`config.mk`:
```
export PLATFORM = sky130hd
export DESIGN_NAME = id_ctrl_sequencer_flat
export DESIGN_NICKNAME = d
export VERILOG_FILES = /design/src/rtl/id_ctrl_sequencer_if.sv /design/src/rtl/id_ctrl_sequencer.sv /design/src/flat_wrapper.sv
export SDC_FILE = /design/constraint.sdc
export NUM_CORES = 1
export LEC_CHECK = 0
export CAP_MARGIN = 20
export CORE_UTILIZATION = 47
export CTS_CLUSTER_DIAMETER = 50
export DETAILED_ROUTE_END_ITERATION = 10
export PLACE_DENSITY = 0.79
export SYNTH_ARGS = -nofsm -noshare
export SYNTH_HDL_FRONTEND = slang
export SYNTH_SLANG_ARGS = --single-unit
```
`constraint.sdc`:
```
create_clock -name clk -period 2.95 [get_ports clk]
set_input_delay 0.7375 -clock clk [delete_from_list [all_inputs] [get_ports clk]]
set_output_delay 0.7375 -clock clk [all_outputs]
set_load 0.02 [all_outputs]
```
`src/rtl/id_ctrl_sequencer_if.sv`:
```
// Decode-stage bus bundle: fetch-side handshake, flush, the combinational
// ImmSrc select and the registered ID/EX control bundle toward EX.
interface id_ctrl_sequencer_if #(
    parameter int DATA_WIDTH     = 32,
    parameter int REG_ADDR_WIDTH = 5
);
    // Fetch side
    logic [DATA_WIDTH-1:0]     instr_i;
    logic                      instr_valid_i;
    logic                      instr_ready_o;
    logic                      flush_i;

    // Combinational select into the immediate extender
    logic [2:0]                ImmSrc;

    // ID/EX register toward EX
    logic                      ctrl_valid_o;
    logic                      ctrl_ready_i;
    logic                      RegWriteE;
    logic                      MemWriteE;
    logic                      ALUSrcE;
    logic                      BranchE;
    logic                      JumpE;
    logic [1:0]                ResultSrcE;
    logic [2:0]                ImmSrcE;
    logic [REG_ADDR_WIDTH-1:0] Rs1E;
    logic [REG_ADDR_WIDTH-1:0] Rs2E;
    logic [REG_ADDR_WIDTH-1:0] RdE;
    logic                      illegal_o;

    // Sequencer side
    modport slave (
        input  instr_i, instr_valid_i, flush_i, ctrl_ready_i,
        output instr_ready_o, ImmSrc, ctrl_valid_o,
               RegWriteE, MemWriteE, ALUSrcE, BranchE, JumpE,
               ResultSrcE, ImmSrcE, Rs1E, Rs2E, RdE, illegal_o
    );

    // Environment side (fetch stage, EX stage, test drivers)
    modport master (
        output instr_i, instr_valid_i, flush_i, ctrl_ready_i,
        input  instr_ready_o, ImmSrc, ctrl_valid_o,
               RegWriteE, MemWriteE, ALUSrcE, BranchE, JumpE,
               ResultSrcE, ImmSrcE, Rs1E, Rs2E, RdE, illegal_o
    );
endinterface

```
`src/rtl/id_ctrl_sequencer.sv`:
```
// Decode-stage controller for the pipelined RV32I core.
// Holds one fetched word in the D slot, decodes the main control bundle,
// issues it through a valid/ready ID/EX register, inserts load-use bubbles,
// traps illegal opcodes and kills both stages on a branch flush.
module id_ctrl_sequencer #(
    parameter int DATA_WIDTH     = 32,
    parameter int REG_ADDR_WIDTH = 5
) (
    input  logic                 clk,
    input  logic                 rst_n,
    id_ctrl_sequencer_if.slave   bus
);

    // RV32I major opcodes handled by this stage
    localparam logic [6:0] OPC_LOAD   = 7'b0000011;
    localparam logic [6:0] OPC_OPIMM  = 7'b0010011;
    localparam logic [6:0] OPC_JALR   = 7'b1100111;
    localparam logic [6:0] OPC_STORE  = 7'b0100011;
    localparam logic [6:0] OPC_BRANCH = 7'b1100011;
    localparam logic [6:0] OPC_JAL    = 7'b1101111;
    localparam logic [6:0] OPC_LUI    = 7'b0110111;
    localparam logic [6:0] OPC_AUIPC  = 7'b0010111;
    localparam logic [6:0] OPC_OP     = 7'b0110011;

    // ResultSrc encoding of a load; used by the load-use detector
    localparam logic [1:0] RES_MEM    = 2'b01;

    typedef enum logic [1:0] {
        IDLE = 2'd0,
        HOLD = 2'd1,
        TRAP = 2'd2
    } state_t;

    // ------------------------------------------------------------------
    // State
    // ------------------------------------------------------------------
    state_t                    state_q, state_d;
    logic [DATA_WIDTH-1:0]     instr_q, instr_d;

    logic                      ctrl_valid_q, ctrl_valid_d;
    logic                      reg_write_q, reg_write_d;
    logic                      mem_write_q, mem_write_d;
    logic                      alu_src_q, alu_src_d;
    logic                      branch_q, branch_d;
    logic                      jump_q, jump_d;
    logic [1:0]                result_src_q, result_src_d;
    logic [2:0]                imm_src_q, imm_src_d;
    logic [REG_ADDR_WIDTH-1:0] rs1_q, rs1_d;
    logic [REG_ADDR_WIDTH-1:0] rs2_q, rs2_d;
    logic [REG_ADDR_WIDTH-1:0] rd_q, rd_d;

    // ------------------------------------------------------------------
    // Fields of the held instruction
    // ------------------------------------------------------------------
    logic [6:0]                opcode;
    logic [REG_ADDR_WIDTH-1:0] rs1_f;
    logic [REG_ADDR_WIDTH-1:0] rs2_f;
    logic [REG_ADDR_WIDTH-1:0] rd_f;

    assign opcode = instr_q[6:0];
    assign rd_f   = instr_q[7 +: REG_ADDR_WIDTH];
    assign rs1_f  = instr_q[15 +: REG_ADDR_WIDTH];
    assign rs2_f  = instr_q[20 +: REG_ADDR_WIDTH];

    // funct3/funct7 do not influence the main control bundle
    logic unused_funct;
    assign unused_funct = ^{instr_q[DATA_WIDTH-1:25], instr_q[14:12]};

    // ------------------------------------------------------------------
    // Main decoder
    // ------------------------------------------------------------------
    logic       dec_legal;
    logic       dec_use_rs1;
    logic       dec_use_rs2;
    logic       dec_reg_write;
    logic       dec_mem_write;
    logic       dec_alu_src;
    logic       dec_branch;
    logic       dec_jump;
    logic [1:0] dec_result_src;
    logic [2:0] dec_imm_src;

    // Opcode -> control bundle; unknown opcodes (including any word whose
    // low two bits are not 11) fall into the default and are flagged illegal.
    always_comb begin
        dec_legal      = 1'b1;
        dec_use_rs1    = 1'b1;
        dec_use_rs2    = 1'b0;
        dec_reg_write  = 1'b0;
        dec_mem_write  = 1'b0;
        dec_alu_src    = 1'b0;
        dec_branch     = 1'b0;
        dec_jump       = 1'b0;
        dec_result_src = 2'b00;
        dec_imm_src    = 3'b000;
        case (opcode)
            OPC_LOAD: begin
                dec_reg_write  = 1'b1;
                dec_result_src = 2'b01;
                dec_alu_src    = 1'b1;
            end
            OPC_OPIMM: begin
                dec_reg_write  = 1'b1;
                dec_alu_src    = 1'b1;
            end
            OPC_JALR: begin
                dec_reg_write  = 1'b1;
                dec_result_src = 2'b10;
                dec_alu_src    = 1'b1;
                dec_jump       = 1'b1;
            end
            OPC_STORE: begin
                dec_imm_src    = 3'b001;
                dec_mem_write  = 1'b1;
                dec_alu_src    = 1'b1;
                dec_use_rs2    = 1'b1;
            end
            OPC_BRANCH: begin
                dec_imm_src    = 3'b010;
                dec_branch     = 1'b1;
                dec_use_rs2    = 1'b1;
            end
            OPC_JAL: begin
                dec_imm_src    = 3'b100;
                dec_reg_write  = 1'b1;
                dec_result_src = 2'b10;
                dec_jump       = 1'b1;
                dec_use_rs1    = 1'b0;
            end
            OPC_LUI, OPC_AUIPC: begin
                dec_imm_src    = 3'b101;
                dec_reg_write  = 1'b1;
                dec_alu_src    = 1'b1;
                dec_use_rs1    = 1'b0;
            end
            OPC_OP: begin
                dec_reg_write  = 1'b1;
                dec_use_rs2    = 1'b1;
            end
            default: begin
                dec_legal      = 1'b0;
                dec_use_rs1    = 1'b0;
            end
        endcase
    end

    // ------------------------------------------------------------------
    // Handshake and hazard logic
    // ------------------------------------------------------------------
    logic hazard;
    logic idex_free;
    logic issue;
    logic instr_ready;
    logic accept;

    // Load in EX whose destination is a source of the held instruction.
    // x0 is never a real dependency.
    assign hazard = ctrl_valid_q && (result_src_q == RES_MEM) && (rd_q != '0) &&
                    ((dec_use_rs1 && (rs1_f == rd_q)) ||
                     (dec_use_rs2 && (rs2_f == rd_q)));

    // ID/EX can take a new entry when empty or being drained by EX this cycle
    assign idex_free = !ctrl_valid_q || bus.ctrl_ready_i;

    assign issue = (state_q == HOLD) && dec_legal && !hazard && idex_free;

    // The D slot accepts when empty or when its occupant leaves this cycle;
    // a flush or an active reset blocks any transfer.
    assign instr_ready = rst_n && !bus.flush_i &&
                         ((state_q == IDLE) || ((state_q == HOLD) && issue));

    assign accept = bus.instr_valid_i && instr_ready;

    // D-slot sequencing: flush wins, an illegal word parks in TRAP until flushed
    always_comb begin
        state_d = state_q;
        instr_d = instr_q;
        if (accept) begin
            instr_d = bus.instr_i;
        end
        if (bus.flush_i) begin
            state_d = IDLE;
        end else begin
            case (state_q)
                IDLE: begin
                    if (accept) begin
                        state_d = HOLD;
                    end
                end
                HOLD: begin
                    if (!dec_legal) begin
                        state_d = TRAP;
                    end else if (issue) begin
                        state_d = accept ? HOLD : IDLE;
                    end
                end
                TRAP: begin
                    state_d = TRAP;
                end
                default: begin
                    state_d = IDLE;
                end
            endcase
        end
    end

    // ID/EX next value: flush -> bubble, issue -> new bundle,
    // free but nothing to issue -> bubble, stalled by EX -> hold
    always_comb begin
        ctrl_valid_d = ctrl_valid_q;
        reg_write_d  = reg_write_q;
        mem_write_d  = mem_write_q;
        alu_src_d    = alu_src_q;
        branch_d     = branch_q;
        jump_d       = jump_q;
        result_src_d = result_src_q;
        imm_src_d    = imm_src_q;
        rs1_d        = rs1_q;
        rs2_d        = rs2_q;
        rd_d         = rd_q;
        if (bus.flush_i || (idex_free && !issue)) begin
            ctrl_valid_d = 1'b0;
            reg_write_d  = 1'b0;
            mem_write_d  = 1'b0;
            alu_src_d    = 1'b0;
            branch_d     = 1'b0;
            jump_d       = 1'b0;
            result_src_d = 2'b00;
            imm_src_d    = 3'b000;
            rs1_d        = '0;
            rs2_d        = '0;
            rd_d         = '0;
        end else if (issue) begin
            ctrl_valid_d = 1'b1;
            reg_write_d  = dec_reg_write;
            mem_write_d  = dec_mem_write;
            alu_src_d    = dec_alu_src;
            branch_d     = dec_branch;
            jump_d       = dec_jump;
            result_src_d = dec_result_src;
            imm_src_d    = dec_imm_src;
            rs1_d        = rs1_f;
            rs2_d        = rs2_f;
            rd_d         = rd_f;
        end
    end

    // D-slot registers
    always_ff @(posedge clk or negedge rst_n) begin
        if (!rst_n) begin
            state_q <= IDLE;
            instr_q <= '0;
        end else begin
            state_q <= state_d;
            instr_q <= instr_d;
        end
    end

    // ID/EX pipeline register
    always_ff @(posedge clk or negedge rst_n) begin
        if (!rst_n) begin
            ctrl_valid_q <= 1'b0;
            reg_write_q  <= 1'b0;
            mem_write_q  <= 1'b0;
            alu_src_q    <= 1'b0;
            branch_q     <= 1'b0;
            jump_q       <= 1'b0;
            result_src_q <= 2'b00;
            imm_src_q    <= 3'b000;
            rs1_q        <= '0;
            rs2_q        <= '0;
            rd_q         <= '0;
        end else begin
            ctrl_valid_q <= ctrl_valid_d;
            reg_write_q  <= reg_write_d;
            mem_write_q  <= mem_write_d;
            alu_src_q    <= alu_src_d;
            branch_q     <= branch_d;
            jump_q       <= jump_d;
            result_src_q <= result_src_d;
            imm_src_q    <= imm_src_d;
            rs1_q        <= rs1_d;
            rs2_q        <= rs2_d;
            rd_q         <= rd_d;
        end
    end

    // ------------------------------------------------------------------
    // Outputs
    // ------------------------------------------------------------------
    assign bus.instr_ready_o = instr_ready;
    assign bus.ImmSrc        = (state_q == HOLD) ? dec_imm_src : 3'b000;
    assign bus.illegal_o     = (state_q == TRAP);
    assign bus.ctrl_valid_o  = ctrl_valid_q;
    assign bus.RegWriteE     = reg_write_q;
    assign bus.MemWriteE     = mem_write_q;
    assign bus.ALUSrcE       = alu_src_q;
    assign bus.BranchE       = branch_q;
    assign bus.JumpE         = jump_q;
    assign bus.ResultSrcE    = result_src_q;
    assign bus.ImmSrcE       = imm_src_q;
    assign bus.Rs1E          = rs1_q;
    assign bus.Rs2E          = rs2_q;
    assign bus.RdE           = rd_q;

endmodule

```
`src/flat_wrapper.sv`:
```
// flat-port wrapper written by rule: the top's interface ports become plain ports
module id_ctrl_sequencer_flat 
#(
    parameter int DATA_WIDTH     = 32,
    parameter int REG_ADDR_WIDTH = 5
)
  (clk, rst_n, bus_instr_i, bus_instr_valid_i, bus_flush_i, bus_ctrl_ready_i, bus_instr_ready_o, bus_ImmSrc, bus_ctrl_valid_o, bus_RegWriteE, bus_MemWriteE, bus_ALUSrcE, bus_BranchE, bus_JumpE, bus_ResultSrcE, bus_ImmSrcE, bus_Rs1E, bus_Rs2E, bus_RdE, bus_illegal_o);
  id_ctrl_sequencer_if #(.DATA_WIDTH(DATA_WIDTH), .REG_ADDR_WIDTH(REG_ADDR_WIDTH)) bus_i ();
  input  logic clk;
  input  logic rst_n;
  input wire logic [$bits(bus_i.instr_i)-1:0] bus_instr_i;
  input wire logic [$bits(bus_i.instr_valid_i)-1:0] bus_instr_valid_i;
  input wire logic [$bits(bus_i.flush_i)-1:0] bus_flush_i;
  input wire logic [$bits(bus_i.ctrl_ready_i)-1:0] bus_ctrl_ready_i;
  output wire logic [$bits(bus_i.instr_ready_o)-1:0] bus_instr_ready_o;
  output wire logic [$bits(bus_i.ImmSrc)-1:0] bus_ImmSrc;
  output wire logic [$bits(bus_i.ctrl_valid_o)-1:0] bus_ctrl_valid_o;
  output wire logic [$bits(bus_i.RegWriteE)-1:0] bus_RegWriteE;
  output wire logic [$bits(bus_i.MemWriteE)-1:0] bus_MemWriteE;
  output wire logic [$bits(bus_i.ALUSrcE)-1:0] bus_ALUSrcE;
  output wire logic [$bits(bus_i.BranchE)-1:0] bus_BranchE;
  output wire logic [$bits(bus_i.JumpE)-1:0] bus_JumpE;
  output wire logic [$bits(bus_i.ResultSrcE)-1:0] bus_ResultSrcE;
  output wire logic [$bits(bus_i.ImmSrcE)-1:0] bus_ImmSrcE;
  output wire logic [$bits(bus_i.Rs1E)-1:0] bus_Rs1E;
  output wire logic [$bits(bus_i.Rs2E)-1:0] bus_Rs2E;
  output wire logic [$bits(bus_i.RdE)-1:0] bus_RdE;
  output wire logic [$bits(bus_i.illegal_o)-1:0] bus_illegal_o;
  assign bus_i.instr_i = bus_instr_i;
  assign bus_i.instr_valid_i = bus_instr_valid_i;
  assign bus_i.flush_i = bus_flush_i;
  assign bus_i.ctrl_ready_i = bus_ctrl_ready_i;
  assign bus_instr_ready_o = bus_i.instr_ready_o;
  assign bus_ImmSrc = bus_i.ImmSrc;
  assign bus_ctrl_valid_o = bus_i.ctrl_valid_o;
  assign bus_RegWriteE = bus_i.RegWriteE;
  assign bus_MemWriteE = bus_i.MemWriteE;
  assign bus_ALUSrcE = bus_i.ALUSrcE;
  assign bus_BranchE = bus_i.BranchE;
  assign bus_JumpE = bus_i.JumpE;
  assign bus_ResultSrcE = bus_i.ResultSrcE;
  assign bus_ImmSrcE = bus_i.ImmSrcE;
  assign bus_Rs1E = bus_i.Rs1E;
  assign bus_Rs2E = bus_i.Rs2E;
  assign bus_RdE = bus_i.RdE;
  assign bus_illegal_o = bus_i.illegal_o;
  id_ctrl_sequencer #(.DATA_WIDTH(DATA_WIDTH), .REG_ADDR_WIDTH(REG_ADDR_WIDTH)) u_core (.clk(clk), .rst_n(rst_n), .bus(bus_i));
endmodule
```
==> flow_summary.yaml <==
final_layout:
  layout-drive-gt1-share_pct: 23.1
  n_antenna_cell: 0
  stdcell_area_um2: 3200
  utilization_pct: 67.3
  area_delta_synth_final_pct: 37.4
  final_nets: 291
  finalNonFillerCells: 322
place:
  dp.cells: 312
  portBuffers: 57
  dpl_cell_area_um2: 3060
  place.gp.congestion: 0.771
  hpwl_um: 3650
synthesis:
  synth_area_leaders: "dfrtp_1 54%, mux2_4 13%, a22o_1 8.3%"
  postSynthRegisterBits: 50
  seq_area_frac_synth_pct: 53.7
  yosys_most_used_dff: "dfrtp_1"
  ys_warn_count: 0
  avgSynthCellArea_um2: 12.9
  synth-edff-count: 0
  syn-cell-area_um2: 2330
  yosys-top-cells-count: "50 x dfrtp_1, 22 x a22o_1, 20 x mux2_4"
  synthCells: 180
  ys_types: 35
  synth_top_area_share_pct: 53.7
  synth_top_area_cell: "dfrtp_1"
  yosysMostFrequentCell: "dfrtp_1"
  synthArstFlopShare_pct: 100
  synth_fp_nets: 217
sta:
  timing.final.crit_period_ns: 2.81
  hold_violations: 0
  rsz0062_at_grt: "false"
  setup_violations: 0
  slew_headroom_pct: 58.8
  fin_crit_sh_pct: 95.2
  max_freq_mhz: 356
  finClkSkew_ns: 0.0159
  worst_pin_slew_ns: 0.617
  slew_violations: 0
pwr:
  vdd_drop_max_uv: 376
  power_frac_seq_pct: 47.5
  p_switching_mw: 0.589
  leakage_nw: 1.47
  power_density_nw_per_um2: 627
  clkPwrFrac_pct: 25.5
  intPower_mw: 1.42
  p_sw_share_pct: 29.3
  comb_power_share_pct: 27.0
  power_mw: 2.01
setup_path:
  required_ns: 2.21
  rrSetupSlack_ns: 0.59
  startpoint: "u_core.instr_q[4]$_DFFE_PN0N_"
  crit_path_end: "bus_instr_ready_o"
  critical_path.reg2reg.startpoint: "u_core.instr_q[4]$_DFFE_PN0N_"
  cp-end-kind: "output pin"
  rr_worst_depth: 8
  r2r_end: "u_core.instr_q[15]$_DFFE_PN0N_"
  arrival_ns: 2.07
  crit_fanout: 9
  startpoint_type: "register"
  criticalPathCategory: "register to output pin"
route:
  top_layer: "met4"
  wl_met3_um: 305
  avgViaCountPerCell: 5.40
  drc_errors: 0
  ant_nets: 0
  drt_wl_total_um: 5380
  first_pass_iters: 4
  vias: 1738
  wl_met1_um: 2500
  wl_met2_um: 2500
  initialDrtViolationCount: 88
  wl_per_cell_um: 16.7
job:
  maxCapViolations: 0
floorplan:
  pin_count: 68
  dieHeight_um: 72.4
  initial_utilization_pct: 49.0
  die-area_um2: 5240
  core_area_um2: 4750
  die_w_um: 72.4
  num_rows: 25
cts:
  cts_root_buf: "clkbuf_8"
  cts_max_path_buffers: 2
  clk_pin_slew_ns: 0.09
  cts.sinks: 50
  tritoncts: "yes"
  hold_buffers: 0
  cts_made_buffers: 5
  clk_latency_ns: 0.31
  htreeDepth: 2
global_route:
  antenna_found_initial: 0
  grt_pass1_wl_um: 8550
  grt_usage_pct: 21.7
  grt-ovfl-total: 0
  grt_max_degree: 51
  grt_pass1_vias: 1724
run_status:
  status: "completed"
worst_hold_path:
  worstHoldPathType: "register to register"
## repair_timing
item	CTS	global route
endpoints found under the setup margin	3	3
pin swaps	0	1
resized for setup	7	3
setup buffers	0	2
## critical path, stage by stage (launching register included)
cell	delay [ns]
dfrtp_2	0.47
nand3b_1	0.24
a21o_1	0.24
a31oi_2	0.23
nand3_2	0.11
o22ai_1	0.18
and2_1	0.15
clkbuf_2	0.16
## area by class of cell
| class | instances | area, µm² |
|---|---|---|
| Fill cell | 369 | 1550 |
| Sequential cell | 50 | 1250 |
| Multi-Input combinational cell | 120 | 1020 |
| Timing Repair Buffer | 77 | 723 |
| Tap cell | 67 | 83.8 |
| Clock buffer | 6 | 82.6 |
| Clock inverter | 2 | 38.8 |
## kinds of logic (layout without fill, tap and decap cells)
kind of cell	after synthesis	in the layout	share of synthesized area [%]
AOI/OAI and AO/OA	40	40	14.3
xor gates and xnor gates	10	10	3.76
buffers and inverters	10	85	2.79
DFF	50	50	53.7
muxes	22	22	13.9
and+or+nand+nor	48	48	11.6
## registers in the layout (all words and copies together), names as in the netlist, 2 cells and up
signal	cells
u_core.state_q	2
u_core.bus.Rs2E	5
u_core.bus.ImmSrcE	3
u_core.bus.Rs1E	5
u_core.instr_q	22
u_core.bus.RdE	5
u_core.bus.ResultSrcE	2
## cell usage in the layout, fill, tap and decap left out, drive strengths merged, types with 2 or more instances in the layout
master / synthesis / layout
nand2b: 5 / 5
mux2: 22 / 22
nand4: 3 / 3
dfrtp: 50 / 50
o31ai: 2 / 2
nand3: 3 / 3
nor2b: 5 / 5
clkdlybuf4s50: 0 / 52
a21o: 3 / 3
nand3b: 3 / 3
a22o: 22 / 22
a21oi: 6 / 6
nor4: 2 / 2
nor2: 11 / 11
clkbuf: 3 / 7
xor2: 10 / 10
and2: 2 / 2
buf: 7 / 21
nor3: 4 / 4
nand2: 5 / 5
dlygate4sd2: 0 / 2
## stage by stage
| step | worst slack [ns] | TNS (ns) | hold WS, ns |
|---|---|---|---|
| floorplan | 0.529 | 0 | 0.442 |
| global placement | 0.0349 | 0 | 0.471 |
| detailed placement | -0.0165 | -0.0165 | 0.469 |
| CTS | 0.00873 | 0 | 0.495 |
| global route | 0.0278 | 0 | 0.510 |
| finish | 0.142 | 0 | 0.490 |
## power groups by stage
stage | Combinational (mW) | Sequential, mW | Clock (mW)
final | 0.542 | 0.954 | 0.513
after global routing | 0.582 | 0.969 | 0.549
after CTS | 0.534 | 0.949 | 0.514
after detailed placement | 0.525 | 0.961 | 0
after global placement | 0.507 | 0.950 | 0
after floorplan | 0.387 | 0.913 | 0
## routing by layer
layer  vias up  GRT usage (%)
met5         -              0
li1        804              -
met4         0           8.28
met1       862           30.4
met3         7           4.17
met2        65           33.4
## worst min path at each step
stage | start | endpoint | slack (ns) | cells after the start
2_1_floorplan | rst_n | u_core.bus.ALUSrcE$_DFFE_PN0P_ | 0.44 | 0
3_3_place_gp | u_core.bus.ImmSrcE[1]$_DFFE_PN0P_ | u_core.bus.ImmSrcE[1]$_DFFE_PN0P_ | 0.47 | 1
3_5_place_dp | u_core.bus.ImmSrcE[1]$_DFFE_PN0P_ | u_core.bus.ImmSrcE[1]$_DFFE_PN0P_ | 0.47 | 1
4_1_cts | u_core.bus.ImmSrcE[1]$_DFFE_PN0P_ | u_core.bus.ImmSrcE[1]$_DFFE_PN0P_ | 0.49 | 1
5_1_grt | u_core.bus.ImmSrcE[1]$_DFFE_PN0P_ | u_core.bus.ImmSrcE[1]$_DFFE_PN0P_ | 0.51 | 1
6_report | u_core.bus.ImmSrcE[1]$_DFFE_PN0P_ | u_core.bus.ImmSrcE[1]$_DFFE_PN0P_ | 0.49 | 1
Power figures use the tool's default switching activity.
